==> src/rtl/branch_hazard_controller_pkg.sv <==
// branch_hazard_controller_pkg: shared constants, state type and register-match helper
package branch_hazard_controller_pkg;
  localparam logic [1:0] FWD_REG = 2'b00;
  localparam logic [1:0] FWD_MEM_ALU = 2'b10;
  localparam logic [1:0] FWD_MEM_LOAD = 2'b01;
  localparam logic [4:0] REG_ZERO = 5'd0;
  typedef enum logic {RUN, STALL} state_t;
  function automatic logic reg_match(input logic [4:0] rd, input logic [4:0] rs);
    return (rd != REG_ZERO) && (rd == rs);
  endfunction
endpackage

==> src/rtl/branch_fwd_select.sv <==
// branch_fwd_select: MEM-stage forwarding select for one branch operand
module branch_fwd_select
  import branch_hazard_controller_pkg::*;
(
  input  logic       en,
  input  logic [4:0] rs,
  input  logic [4:0] mem_rd,
  input  logic       mem_reg_write,
  input  logic       mem_writeback,
  output logic [1:0] sel
);
  // load data or ALU result from MEM when it produces this operand
  always_comb begin
    sel = (en && mem_reg_write && reg_match(mem_rd, rs)) ? (mem_writeback ? FWD_MEM_LOAD : FWD_MEM_ALU) : FWD_REG;
  end
endmodule

==> src/rtl/branch_hazard_controller.sv <==
// branch_hazard_controller: ID-stage branch stall, operand forwarding and flush control
module branch_hazard_controller
  import branch_hazard_controller_pkg::*;
#(
  parameter int LOAD_STALLS = 1,
  parameter int CNT_W = 16
) (
  input  logic             clk,
  input  logic             reset,
  input  logic             id_valid,
  input  logic             id_is_branch,
  input  logic [4:0]       id_rs1,
  input  logic [4:0]       id_rs2,
  input  logic [4:0]       ex_rd,
  input  logic             ex_reg_write,
  input  logic             ex_mem_read,
  input  logic [4:0]       mem_rd,
  input  logic             mem_reg_write,
  input  logic             mem_writeback,
  input  logic             branch_taken,
  output logic             stall_pc,
  output logic             stall_if_id,
  output logic             bubble_id_ex,
  output logic             flush_if_id,
  output logic [1:0]       fub_cs_1,
  output logic [1:0]       fub_cs_2,
  output logic [CNT_W-1:0] stall_cycles
);
  localparam logic [1:0] LOAD_NEED = 2'(LOAD_STALLS);

  if (LOAD_STALLS < 1 || LOAD_STALLS > 3) begin : g_bad_load_stalls
    $error("LOAD_STALLS must be in 1..3");
  end

  state_t     state, state_n;
  logic [1:0] cnt, cnt_n, need;
  logic       br, hz_ex, multi, stall, fwd_en;

  // hazard detection, next state and stall/flush decisions
  always_comb begin
    br = id_valid & id_is_branch;
    hz_ex = br & ex_reg_write & (reg_match(ex_rd, id_rs1) | reg_match(ex_rd, id_rs2));
    need = ex_mem_read ? LOAD_NEED : 2'd1;
    multi = hz_ex && (need > 2'd1);
    state_n = (state == STALL) ? ((cnt == 2'd1) ? RUN : STALL) : (multi ? STALL : RUN);
    cnt_n = (state == STALL) ? cnt - 2'd1 : (multi ? need - 2'd1 : 2'd0);
    stall = !reset && ((state == STALL) || hz_ex);
    fwd_en = !reset && br && !stall;
    stall_pc = stall;
    stall_if_id = stall;
    bubble_id_ex = stall;
    flush_if_id = fwd_en & branch_taken;
  end

  // state and remaining-stall counter
  always_ff @(posedge clk) begin
    if (reset) begin
      state <= RUN;
      cnt <= 2'd0;
    end else begin
      state <= state_n;
      cnt <= cnt_n;
    end
  end

  // saturating count of branch-induced stall cycles
  always_ff @(posedge clk) begin
    if (reset) stall_cycles <= '0;
    else if (stall && stall_cycles != '1) stall_cycles <= stall_cycles + 1'b1;
  end

  branch_fwd_select u_fwd1 (
    .en(fwd_en), .rs(id_rs1), .mem_rd(mem_rd), .mem_reg_write(mem_reg_write),
    .mem_writeback(mem_writeback), .sel(fub_cs_1)
  );

  branch_fwd_select u_fwd2 (
    .en(fwd_en), .rs(id_rs2), .mem_rd(mem_rd), .mem_reg_write(mem_reg_write),
    .mem_writeback(mem_writeback), .sel(fub_cs_2)
  );
endmodule
==> config.mk <==
export PLATFORM = sky130hd
export DESIGN_NAME = branch_hazard_controller
export DESIGN_NICKNAME = d
export VERILOG_FILES = /design/src/rtl/branch_hazard_controller_pkg.sv /design/src/rtl/branch_fwd_select.sv /design/src/rtl/branch_hazard_controller.sv
export SDC_FILE = /design/constraint.sdc
export NUM_CORES = 1
export LEC_CHECK = 0
export ABC_AREA = 1
export BUFFER_PORTS_ARGS = -buffer_cell sky130_fd_sc_hd__buf_2
export CORE_MARGIN = 5
export CORE_UTILIZATION = 49
export CTS_CLUSTER_SIZE = 14
export DETAILED_ROUTE_END_ITERATION = 16
export GPL_ROUTABILITY_DRIVEN = 0
export GPL_TIMING_DRIVEN = 0
export PLACE_DENSITY = 0.76
export REMOVE_ABC_BUFFERS = 1
export SLEW_MARGIN = 0
export SYNTH_ARGS = -nofsm -noshare
export SYNTH_HDL_FRONTEND = slang
export SYNTH_SLANG_ARGS = --single-unit
==> constraint.sdc <==
create_clock -name clk -period 2 [get_ports clk]
set_input_delay 0 -clock clk [delete_from_list [all_inputs] [get_ports clk]]
set_output_delay 0 -clock clk [all_outputs]
set_load 0.005 [all_outputs]
==> impl_metrics.yaml <==
worst_setup_path:
  required_ps: 2240
  slowest_delay_ps: 420
  cp.buffers_inverters: 0
  cp.arrival_ps: 2040
  cp-start-kind: "flip-flop"
  worstSetupEndpointType: "flip-flop"
  crit_family: "simple AND/OR/NAND/NOR gates"
  path_cells: "ha_1, nand2_1, nor2_4, nand2_2, nor2_4, nand2_4, nand2_4, nand2_1, a21oi_2"
  crit_slowest_cell: "dfxtp_1"
  worstPathMaxFanout: 17
  path_class: "reg -> reg"
timing:
  finalCriticalPeriod_ps: 1800
  max_freq_ghz: 0.555
  slew_headroom: 0.698
  fin_skew_ps: 5.93
  setup_viol: 0
  setup_tns_ps: 0
  finalHoldViolCount: 0
  tightestPinTransition_ps: 451
  rsz0062_at_grt: "false"
  slew_violations: 0
  fin_crit_sh: 0.901
clocking:
  post_cts_resized: 0
  cts_made_buffers: 3
  cts_sinks: 19
  clk_latency_ps: 300
  clkTransAtPathRegs_ps: 100
  clock_path_buffers: 2
  post_cts_buffers: 0
  cts_tree: "yes"
  ctsHoldBuffers: 0
  htree_levels: 1
  cts-root-buf: "clkbuf_4"
route:
  drtIter0Drc: 73
  vias: 1550
  drc: 0
  drtPass1Iterations: 4
  postRouteAntennaNets: 0
  wirelength_microns: 3530
  wl_per_cell_microns: 11.7
  via_per_inst: 5.13
global_routing:
  globalRouteMet3Util: 0.0468
  antenna_found_initial: 0
  grt.busiest_layer: "met2"
  gr-usage-met1: 0.208
  grtUsageMet2: 0.299
  grt_max_degree: 25
  grt_pass1_wl_microns: 5910
  grt-ovfl-total: 0
  first_global_vias: 1422
  track_usage: 0.174
layout:
  antennaDiodeCount: 0
  layout_commonest_cell: "nand2_1"
  register_area_sq_um: 380
  multi_input_area_sq_um: 937
  fin_nets: 301
  fill_cells: 308
  instances_no_fill: 302
  final_cell_mix: "nand2_1 (60), buf_2 (51), inv_1 (24), nand3_1 (24)"
  drive_gt1_frac: 0.271
  fin_util: 0.582
  syn2layout_area_growth_pct: 17.7
pwr:
  comb_power_share: 0.158
  p_leak_nw: 0.858
  clock_power_share: 0.286
  cell_internal_pwr_uw: 503
  p_seq_frac: 0.556
  cellPowerDensity_nw_per_um2: 393
  switchingPower_uw: 178
  ir_drop_v: 0.000191
  switching_share: 0.261
placement:
  port_buffers: 51
  dp_cells: 298
  dp_hpwl_microns: 2730
synthesis:
  ys_types: 25
  syn_inst: 222
  syn-cell-area_sq_um: 1470
  yosysSeqAreaShare: 0.258
  yosys_warnings: 0
  ys_seq_elements: 19
  avgSynthCellArea_sq_um: 6.64
floorplanning:
  core_area_sq_um: 2980
  initial_core_util: 0.495
  die_area_sq_um: 4200
  ios: 53
  rows: 20
  die-height_microns: 64.8
  fp.dieW_microns: 64.8
run:
  maxCapViolCount: 0
run_status:
  status: "completed"
hold_path:
  hold_path_class: "in -> reg"
==> cells in the mapped netlist, drive strengths merged <==
| cell type | count | share of area |
|---|---|---|
| xor2 | 15 | 0.089 |
| and3 | 1 | 0.0042 |
| dfxtp | 19 | 0.26 |
| a31oi | 1 | 0.0042 |
| buf | 7 | 0.040 |
| nand4 | 5 | 0.021 |
| nor3 | 12 | 0.044 |
| ha | 2 | 0.017 |
| inv | 25 | 0.064 |
| nand2 | 64 | 0.18 |
| nor4 | 1 | 0.0042 |
| xnor2 | 7 | 0.042 |
| nand3 | 24 | 0.081 |
| a21oi | 16 | 0.080 |
| nor3b | 1 | 0.0085 |
| clkbuf | 1 | 0.0025 |
| nor2 | 21 | 0.064 |
==> sequential cells by signal, summed over array words and instances (netlist names) <==
signal	flops
cnt	2
state	1
stall_cycles	16
==> layout make-up <==
cell class,instances,share of cell area
timing repair buffer,51,0.147
sequential,19,0.219
inverter,25,0.0541
multi-input combinational,170,0.540
clock buffer,4,0.0152
tap,33,0.0238
==> power groups by stage <==
stage / combinational, mW / sequential [mW] / clock [mW]
after floorplan: 0.0515 / 0.387 / 0
after global placement: 0.106 / 0.387 / 0
after detailed placement: 0.108 / 0.387 / 0
after CTS: 0.108 / 0.379 / 0.206
after global routing: 0.120 / 0.379 / 0.224
final: 0.108 / 0.378 / 0.195
==> worst register-to-register path, stage by stage (launching register included) <==
cell and delay (ps):
dfxtp_1 420, ha_1 220, nand2_1 130, nor2_4 180, nand2_2 110, nor2_4 110, nand2_4 140, nand2_4 210
nand2_1 100, a21oi_2 120
==> layer usage <==
metal / routed length (microns) / vias to the layer above
met5: 0 / -
met4: 43 / 0
met3: 230 / 5
met2: 1670 / 44
met1: 1590 / 700
li1: - / 801
==> cells by family after synthesis <==
kind of cell	synth area share
adder cells (fa/ha/maj)	0.0170
flip-flops	0.258
XOR/XNOR	0.131
AND/OR/NAND/NOR	0.404
buffers and inverters	0.106
AO/OA/AOI/OAI	0.0840
==> metrics by stage <==
step	total power [mW]	cell area (sq um)	setup WS (ps)	hold WS, ps
floorplan	0.439	1410	412	35.4
global placement	0.493	1710	275	264
detailed placement	0.495	1710	229	271
CTS	0.693	1730	191	89.3
global route	0.723	1730	9.36	85.0
finish	0.681	1730	198	103
==> final timing paths <==
check	startpoint	to	slack (ps)	depth (start not counted)
max	stall_cycles[0]	stall_cycles[8]	200	9
min	reset	stall_cycles[6]	100	2
max reg2reg	stall_cycles[0]	stall_cycles[8]	200	9
min reg2reg	cnt[0]	cnt[0]	440	1
No activity file was read; power rests on OpenSTA's default activity.
